File: config.mk
export PLATFORM = sky130hd
export DESIGN_NAME = axi_bram_port
export DESIGN_NICKNAME = d
export VERILOG_FILES = /design/src/rtl/axi_bram_pkg.sv /design/src/rtl/axi_bram_port.sv
export SDC_FILE = /design/constraint.sdc
export NUM_CORES = 1
export LEC_CHECK = 0
export CELL_PAD_IN_SITES_DETAIL_PLACEMENT = 1
export CELL_PAD_IN_SITES_GLOBAL_PLACEMENT = 1
export CORE_UTILIZATION = 29
export CTS_CLUSTER_DIAMETER = 120
export DETAILED_ROUTE_END_ITERATION = 8
export PLACE_DENSITY_LB_ADDON = 0.1
export SLEW_MARGIN = 20
export SYNTH_ARGS = -nofsm -noshare
export SYNTH_HDL_FRONTEND = slang
export SYNTH_SLANG_ARGS = --single-unit
File: constraint.sdc
create_clock -name aclk -period 3.4 [get_ports aclk]
set_input_delay 0.51 -clock aclk [delete_from_list [all_inputs] [get_ports aclk]]
set_output_delay 0.51 -clock aclk [all_outputs]
set_load 0.02 [all_outputs]
File: src/rtl/axi_bram_pkg.sv
// Shared constants, state type and helpers for the AXI4-Lite to BRAM port bridge.
package axi_bram_pkg;

  localparam logic [1:0] RESP_OKAY = 2'd0;

  typedef enum logic [2:0] {
    IDLE,
    RD_ISSUE,
    RD_WAIT,
    RD_RESP,
    WR_ISSUE,
    WR_RESP
  } state_t;

  function automatic int unsigned clog2(input int unsigned value);
    int unsigned result;
    result = 0;
    for (int unsigned i = 0; i < 32; i++) begin
      if ((64'd1 << i) < 64'(value)) result = i + 1;
    end
    return result;
  endfunction

endpackage

File: src/rtl/axi_bram_port.sv
// AXI4-Lite slave giving single-beat read/write access to one port of a
// (possibly wider) BRAM, one transaction outstanding at a time.
module axi_bram_port
  import axi_bram_pkg::*;
#(
  parameter int AXI_DATA_WIDTH  = 32,
  parameter int AXI_ADDR_WIDTH  = 16,
  parameter int BRAM_DATA_WIDTH = 32,
  parameter int BRAM_ADDR_WIDTH = 10,
  parameter int READ_LATENCY    = 1
) (
  input  logic                         aclk,
  input  logic                         aresetn,
  input  logic [AXI_ADDR_WIDTH-1:0]    s_axi_awaddr,
  input  logic                         s_axi_awvalid,
  output logic                         s_axi_awready,
  input  logic [AXI_DATA_WIDTH-1:0]    s_axi_wdata,
  input  logic [AXI_DATA_WIDTH/8-1:0]  s_axi_wstrb,
  input  logic                         s_axi_wvalid,
  output logic                         s_axi_wready,
  output logic [1:0]                   s_axi_bresp,
  output logic                         s_axi_bvalid,
  input  logic                         s_axi_bready,
  input  logic [AXI_ADDR_WIDTH-1:0]    s_axi_araddr,
  input  logic                         s_axi_arvalid,
  output logic                         s_axi_arready,
  output logic [AXI_DATA_WIDTH-1:0]    s_axi_rdata,
  output logic [1:0]                   s_axi_rresp,
  output logic                         s_axi_rvalid,
  input  logic                         s_axi_rready,
  output logic                         bram_porta_clk,
  output logic                         bram_porta_rst,
  output logic                         bram_porta_en,
  output logic [BRAM_DATA_WIDTH/8-1:0] bram_porta_we,
  output logic [BRAM_ADDR_WIDTH-1:0]   bram_porta_addr,
  output logic [BRAM_DATA_WIDTH-1:0]   bram_porta_wrdata,
  input  logic [BRAM_DATA_WIDTH-1:0]   bram_porta_rddata
);

  localparam int RATIO      = BRAM_DATA_WIDTH / AXI_DATA_WIDTH;
  localparam int AXI_BYTES  = AXI_DATA_WIDTH / 8;
  localparam int BRAM_BYTES = BRAM_DATA_WIDTH / 8;
  localparam int ADDR_LSB   = int'(clog2(AXI_BYTES));
  localparam int LANE_W     = int'(clog2(RATIO));
  localparam int LANE_VW    = (LANE_W > 0) ? LANE_W : 1;
  localparam int WORD_LSB   = ADDR_LSB + LANE_W;
  localparam logic [1:0] CNT_LAST = 2'(READ_LATENCY - 1);

  state_t                     state_q, state_d;
  logic [BRAM_ADDR_WIDTH-1:0] addr_q, addr_d;
  logic [LANE_VW-1:0]         lane_q, lane_d;
  logic [BRAM_BYTES-1:0]      we_q, we_d;
  logic [BRAM_DATA_WIDTH-1:0] wrdata_q, wrdata_d;
  logic [AXI_DATA_WIDTH-1:0]  rdata_q, rdata_d;
  logic [1:0]                 cnt_q, cnt_d;
  logic                       last_rd_q, last_rd_d;

  logic [BRAM_ADDR_WIDTH-1:0] ar_word, aw_word;
  logic [LANE_VW-1:0]         ar_lane, aw_lane;
  logic [BRAM_BYTES-1:0]      we_ext;
  logic                       wr_req, grant_rd, grant_wr;
  logic                       unused_addr_bits;

  // With RATIO 1 there is no lane field; the lane is pinned to 0.
  assign ar_word = s_axi_araddr[WORD_LSB +: BRAM_ADDR_WIDTH];
  assign aw_word = s_axi_awaddr[WORD_LSB +: BRAM_ADDR_WIDTH];
  assign ar_lane = (LANE_W == 0) ? '0 : s_axi_araddr[ADDR_LSB +: LANE_VW];
  assign aw_lane = (LANE_W == 0) ? '0 : s_axi_awaddr[ADDR_LSB +: LANE_VW];
  assign unused_addr_bits = ^{s_axi_araddr, s_axi_awaddr};

  assign wr_req = s_axi_awvalid && s_axi_wvalid;

  always_comb begin
    state_d   = state_q;
    addr_d    = addr_q;
    lane_d    = lane_q;
    we_d      = we_q;
    wrdata_d  = wrdata_q;
    rdata_d   = rdata_q;
    cnt_d     = cnt_q;
    last_rd_d = last_rd_q;
    grant_rd  = 1'b0;
    grant_wr  = 1'b0;
    we_ext    = '0;

    case (state_q)
      IDLE: begin
        // Round-robin: a read loses only when a write is also pending and the
        // previous grant was a read.
        if (aresetn) begin
          if (s_axi_arvalid && (!wr_req || !last_rd_q)) grant_rd = 1'b1;
          else if (wr_req)                               grant_wr = 1'b1;
        end
        if (grant_rd) begin
          addr_d    = ar_word;
          lane_d    = ar_lane;
          last_rd_d = 1'b1;
          state_d   = RD_ISSUE;
        end else if (grant_wr) begin
          addr_d    = aw_word;
          lane_d    = aw_lane;
          we_ext[AXI_BYTES-1:0] = s_axi_wstrb;
          we_d      = we_ext << (int'(aw_lane) * AXI_BYTES);
          wrdata_d  = {RATIO{s_axi_wdata}};
          last_rd_d = 1'b0;
          state_d   = WR_ISSUE;
        end
      end
      RD_ISSUE: begin
        cnt_d   = '0;
        state_d = RD_WAIT;
      end
      RD_WAIT: begin
        if (cnt_q == CNT_LAST) begin
          rdata_d = AXI_DATA_WIDTH'(bram_porta_rddata >> (int'(lane_q) * AXI_DATA_WIDTH));
          state_d = RD_RESP;
        end else begin
          cnt_d = cnt_q + 2'd1;
        end
      end
      RD_RESP:  if (s_axi_rready) state_d = IDLE;
      WR_ISSUE: state_d = WR_RESP;
      WR_RESP:  if (s_axi_bready) state_d = IDLE;
      default:  state_d = IDLE;
    endcase
  end

  always_ff @(posedge aclk) begin
    if (!aresetn) begin
      state_q   <= IDLE;
      addr_q    <= '0;
      lane_q    <= '0;
      we_q      <= '0;
      wrdata_q  <= '0;
      rdata_q   <= '0;
      cnt_q     <= '0;
      last_rd_q <= 1'b0;
    end else begin
      state_q   <= state_d;
      addr_q    <= addr_d;
      lane_q    <= lane_d;
      we_q      <= we_d;
      wrdata_q  <= wrdata_d;
      rdata_q   <= rdata_d;
      cnt_q     <= cnt_d;
      last_rd_q <= last_rd_d;
    end
  end

  assign s_axi_arready = grant_rd;
  assign s_axi_awready = grant_wr;
  assign s_axi_wready  = grant_wr;
  assign s_axi_rvalid  = (state_q == RD_RESP);
  assign s_axi_bvalid  = (state_q == WR_RESP);
  assign s_axi_rdata   = rdata_q;
  assign s_axi_rresp   = RESP_OKAY;
  assign s_axi_bresp   = RESP_OKAY;

  assign bram_porta_clk    = aclk;
  assign bram_porta_rst    = ~aresetn;
  assign bram_porta_en     = (state_q == RD_ISSUE) || (state_q == WR_ISSUE);
  assign bram_porta_we     = (state_q == WR_ISSUE) ? we_q : '0;
  assign bram_porta_addr   = addr_q;
  assign bram_porta_wrdata = wrdata_q;

endmodule

# [Word-level counts from Yosys, hierarchy flattened]
# Cells that the tools add are included.
[totals] reg_bits=85 wordCells=60 output_inout_bits=90 input_bits=107
[classes] bitwise_logic=2 n_addsub=1 reduce_logical=15 muxes=23 eq_ne=10 n_shift=1
[ops] operator="$shr A32 B6 Y32" count=1
[ops] operator="$mux W10" count=2
[ops] operator="$pmux W3 S6" count=1
[ops] operator="$mux W3" count=5
[ops] operator="$mux W1" count=12
[ops] operator="$eq A3 B2 Y1 const B" count=2
[ops] operator="$eq A3 B3 Y1 const B" count=2
[ops] operator="$reduce_and A2 Y1" count=3
[ops] operator="$mux W4" count=1
[ops] operator="$ne A2 B1 Y1 const B" count=2
[ops] operator="$ne A2 B2 Y1 const B" count=2
[ops] operator="$pmux W2 S2" count=1
[ops] operator="$reduce_and A4 Y1" count=1
[ops] operator="$reduce_bool A2 Y1" count=2
[ops] operator="$eq A3 B1 Y1 const B" count=1
[ops] operator="$logic_not A3 Y1" count=1
[ops] operator="$ne A3 B3 Y1 const B" count=1
[ops] operator="$reduce_and A3 Y1" count=1
[ops] operator="$add A2 B1 Y2 const B" count=1
[ops] operator="$logic_and A1 B1 Y1" count=2
[ops] operator="$logic_not A1 Y1" count=2
[ops] operator="$logic_not A2 Y1" count=1
[ops] operator="$logic_or A1 B1 Y1" count=2
[ops] operator="$mux W2" count=1
[ops] operator="$not A1 Y1" count=2

# [Longest topological paths before layout]
# Gate-level depths: netlist (run 1).
[logic_depth] word_depth=10 depth_mapped=7 mapped_depth_nobuf=5

==> results of run 1 <==
## cells by family after synthesis
kind of cell,Yosys count,share of synthesized area (%)
buffers and inverters,79,10.8
AOI/OAI and AO/OA,75,12.8
DFF,84,47.5
adders and majority gates,1,0.354
xor gates and xnor gates,1,0.248
other,1,0.106
and+or+nand+nor,143,18.0
muxes,36,10.2
## final cells by class
class                   instances  area [um^2]
clock buffers                  19          363
fillers                      1374         5910
flip-flops and latches         84         1680
well taps                     143          179
multi-input cells             260         1510
clock inverters                 1         5.00
repair buffers                188         1850
inverters                      41          154
## worst max-delay path, delay by kind of cell
family | cells | cell delay (ns)
buf+inv | 3 | 0.78
## Yosys cell counts (all sizes together), types with 2 or more instances
cell,n,area [um^2]
or3,2,17.5
dfxtp,84,1680
mux2i,36,360
clkbuf,20,75.1
a2bb2oi,2,17.5
buf,18,154
nand2b,3,18.8
a32o,2,20.0
a211oi,3,22.5
and3,6,37.5
nor2,5,18.8
a311oi,9,78.8
nor3,3,20.0
inv,41,154
nand4,9,56.3
a21oi,43,215
o21ai,11,55.1
nand3,3,15.0
nand2,104,390
## per-layer routing
metal | share of wire (%) | global-route usage [%] | vias to the layer above
met2 | 49 | 30.9 | 115
met1 | 42 | 20.2 | 1635
li1 | - | - | 1715
met3 | 7.1 | 6.70 | 14
met4 | 1.6 | 8.44 | 0
met5 | 0 | 0 | -
## sequential cells by signal (all words and copies together) (netlist names)
register	flops
bram_porta_addr	10
s_axi_rdata	32
bram_porta_wrdata	32
state_q	3
we_q	4
last_rd_q	1
cnt_q	2
## report_power, final
group	internal (uW)	switching [uW]	leakage (uW)
Sequential	1050	39.9	0.000683
Combinational	278	273	0.00130
Clock	725	421	0.000181
## stage by stage
stage / utilization, % / cells / hold WS [ns] / setup slack [ns]
after floorplan: - / 423 / 0.430 / 1.06
after detailed placement: 46.2 / 717 / 0.447 / 0.657
final: 49.3 / 736 / 0.450 / 0.416
after global placement: 46.2 / 717 / 0.439 / 0.670
after global routing: 49.3 / 736 / 0.475 / 0.400
after CTS: 49.3 / 736 / 0.456 / 0.410
## worst paths after layout
check / slack (ns) / cells past startpoint / end
max: 0.42 / 3 / bram_porta_clk
min: 0.45 / 2 / s_axi_rdata[22]
max reg2reg: 1.30 / 4 / bram_porta_wrdata[11]
min reg2reg: 0.45 / 2 / s_axi_rdata[22]
## cell usage in the layout (no fill, tap or decap), types with 4 or more instances in the layout
master and instances:
a21oi_1 43, conb_1 4, and3_1 6, clkdlybuf4s50_1 179, nand4_1 9, buf_4 9
nor2_1 5, inv_1 41, clkbuf_16 12, nand2_1 104, a311oi_1 9, mux2i_1 36
o21ai_0 11, dfxtp_1 84
==> impl_results.md, run 1 <==
* Routability Congestion at 0.718
* Area delta synth->final at 62.5%
* Post-Route WL at 10.9 mm
* Vias in the first global route at 3719
* DRT Pass-1 Iters at 4
* IO Pins at 197
* EDFF count, synth at 0
* Final setup viols at 0
* GRT Total Usage at 18.2%
* Final net count at 696
* Die Ht at 112 um
* Maximum VDD drop at 0.247 mV
* Via count at 3479
* Post-synth ARST share at 0%
* Critical R2R Launch: state_q[0]
* Pins Over Slew Limit at 0
* HPWL Detailed at 7.79 mm
* CP Class: clock port to output port
* Port buffer count at 180
* Startpoint types: clock port
* DIE AREA at 12600 um^2
* Max-capacitance violation count at 0
* Final Hold Violating Endpoints at 0
* Final Instance Area at 5750 um^2
* Hold buffer count at CTS at 0
* Worst hold path type: flip-flop to flip-flop
* Mapped cell area at 3540 um^2
* DR WL/cell at 14.8 um
* Pwr dens at 485 nW/um^2
* Initial DRC Count at 145
* Unrepaired setup endpoints after global routing: false
* Starting Density at 30.3%
* Largest net degree at the start of global routing at 47
* Sequential area share after synthesis at 47.5%
* Layout cells sized above 1 at 5.56%
* Critical path's slowest cell: clkdlybuf4s50_1
* Post-cts sizing count at 0
* Sum Neg Setup Slack at 0 ns
* Slew at the pin closest to its max-slew limit at 0.606 ns
* Global route overflow at 0
* Skew-Pair Late Insertion Delay at 0.45 ns
* ANT cells at 0
* PnR Total Power at 2790 uW
* Die width at 112 um
* Post-CTS Setup Bufs at 0
* Beginning of the worst hold path: s_axi_rdata[22]
* Post-DRT Antenna Nets at 0
* # DRC at 0
* Cell mode on critical path: clkbuf_16
* Clk pin slew, worst setup/hold paths at 0.05 ns
* Top FF cell, synth: dfxtp_1
* Vias per cell at 4.73
* First-pass GRT wire length at 17.8 mm
* Slew HR at 59.6%
* Row count at 39
* Synth warnings at 0
* Yosys reg bits at 84
* CP required at 2.89 ns
* Netlist cell types at 41
* CP startpoint: aclk
* Status: complete, no violations
* CORE AREA at 11700 um^2
* Average size of a mapped cell at 8.42 um^2
* CP Data Arrival Time at 2.47 ns
* Clock Skew at 0.00611 ns
* CTS tree: done
* Synthesized netlist cell count at 420
* Crit-path cells: clkbuf_16 > clkbuf_16 > clkdlybuf4s50_1
* Placed cell area at 5390 um^2
* LEAKAGE at 0.00217 uW
* Max incr delay on CP at 0.53 ns
* Largest fanout on the critical path at 2
* CP Capture Type: output port
* Antenna violations before repair at 0
No activity file was read; power rests on OpenSTA's default activity.
==> inputs of run 2 (changes only) <==
Settings changed: REMOVE_ABC_BUFFERS from default to 1.
==> run 2 against run 1 <==
  * Flip-flop and latch count is the same
  * Final cell count unchanged
  * First-iteration DRC count up 4.8%
  * Largest power group unchanged
  * Highest routed layer unchanged
==> impl_results.md, run 2 (synthesis results as in run 1) <==
* Critical R2R Launch: state_q[2]
* End of the worst hold path: s_axi_rdata[16]
* Row count at 39
* Max-capacitance violation count at 0
* ANT cells at 0
* CORE AREA at 11700 um^2
* Vias per cell at 4.77
* Pwr dens at 502 nW/um^2
* Post-Route WL at 11.5 mm
* Sum Neg Setup Slack at 0 ns
* Met3 routed WL at 1.19 mm
* Worst hold path type: flip-flop to flip-flop
* Skew-Pair Late Insertion Delay at 0.45 ns
* HPWL Detailed at 8.10 mm
* Post-DRT Antenna Nets at 0
* R2r setup slk at 1.19 ns
* Hold WS at 0.452 ns
* Top Layer Used: met4
* Via count at 3512
* Beginning of the worst hold path: s_axi_rdata[16]
* Routability Congestion at 0.713
* Met1 Wirelength at 4.90 mm
* IO Pins at 197
* Clock Skew at 0.00717 ns
* Unrepaired setup endpoints after global routing: false
* CP required at 2.89 ns
* Worst Reg-to-Reg Cells at 4
* Commonest cells after routing, fill and taps aside: clkdlybuf4s50_1, nand2_1, dfxtp_1, a21oi_1, inv_1
* Slew HR at 58.4%
* Initial DRC Count at 152
* Largest fanout on the critical path at 2
* Commonest non-fill, non-tap cell in the layout: clkdlybuf4s50_1
* First-pass GRT wire length at 18.6 mm
* Slew at the pin closest to its max-slew limit at 0.624 ns
* Antenna violations before repair at 0
* Final setup viols at 0
* Pins Over Slew Limit at 0
* Layout cells sized above 1 at 6.07%
* GRT Total Usage at 19.2%
* Largest net degree at the start of global routing at 52
* LEAKAGE at 0.00219 uW
* Hold path depth at 2
* Die Ht at 112 um
* Post-cts sizing count at 0
* Clk pin slew, worst setup/hold paths at 0.06 ns
* DR WL/cell at 15.7 um
* Starting Density at 30.3%
* Final net count at 696
* Maximum VDD drop at 0.315 mV
* Status: complete, no violations
* CP Data Arrival Time at 2.47 ns
* CP Class: clock port to output port
* Final Hold Violating Endpoints at 0
* # fillers at 1390
* Vias in the first global route at 3753
* DRT Pass-1 Iters at 4
* Port buffer count at 180
* Post-CTS Setup Bufs at 0
* Area delta synth->final at 63.6%
* CTS tree: done
* # DRC at 0
* Hold buffer count at CTS at 0
* DIE AREA at 12600 um^2
* Met2 wire len at 5.12 mm
* Global route overflow at 0
* RR Endpoint: bram_porta_wrdata[13]
* Startpoint types: clock port
* Die width at 112 um
* CP Capture Type: output port
## run 2: worst max-delay path by stage
stage / slack, ns / to / startpoint / cells past startpoint
floorplan: -0.42 / s_axi_awready / state_q[2] / 2
global route: 0.37 / s_axi_wready / state_q[2] / 3
finish: 0.42 / bram_porta_clk / aclk / 3
CTS: 0.41 / bram_porta_clk / aclk / 3
global placement: 0.64 / s_axi_arready / s_axi_arvalid / 4
detailed placement: 0.63 / s_axi_arready / s_axi_awvalid / 4
## run 2: worst max-delay path, cell delays in order
cell and delay (ns):
clkbuf_16 0.12, clkbuf_16 0.13, clkdlybuf4s50_1 0.53
## run 2: report_power, final
group	internal (uW)	switching, uW	leakage (uW)
Combinational	280	284	0.00130
Sequential	1050	34.1	0.000683
Clock	818	443	0.000199
Total	2150	761	0.00219
## run 2: area by class of cell
| type | instances | area (um^2) | area share, % |
|---|---|---|---|
| clock buffers | 17 | 365 | 6.31 |
| inverters | 41 | 154 | 2.66 |
| multi-input cells | 260 | 1510 | 26.1 |
| well taps | 143 | 179 | 3.09 |
| flip-flops and latches | 84 | 1680 | 29.0 |
| clock inverters | 3 | 42.5 | 0.735 |
| repair buffers | 188 | 1850 | 32.0 |
## run 2: metal layers
metal / vias up / track usage [%]
met3: 21 / 8.64
met2: 145 / 30.7
met5: - / 0
met4: 0 / 10.3
met1: 1633 / 21.4
li1: 1713 / -
## run 2: per-stage QoR
stage | util (%) | std cells | power (uW) | instance area [um^2] | worst slack [ns]
2_1_floorplan | - | 385 | 1350 | 3320 | -0.420
3_3_place_gp | 46.2 | 717 | 1700 | 5390 | 0.641
3_5_place_dp | 46.2 | 717 | 1710 | 5390 | 0.631
4_1_cts | 49.6 | 736 | 2960 | 5790 | 0.412
5_1_grt | 49.6 | 736 | 3050 | 5790 | 0.370
6_report | 49.6 | 736 | 2910 | 5790 | 0.418
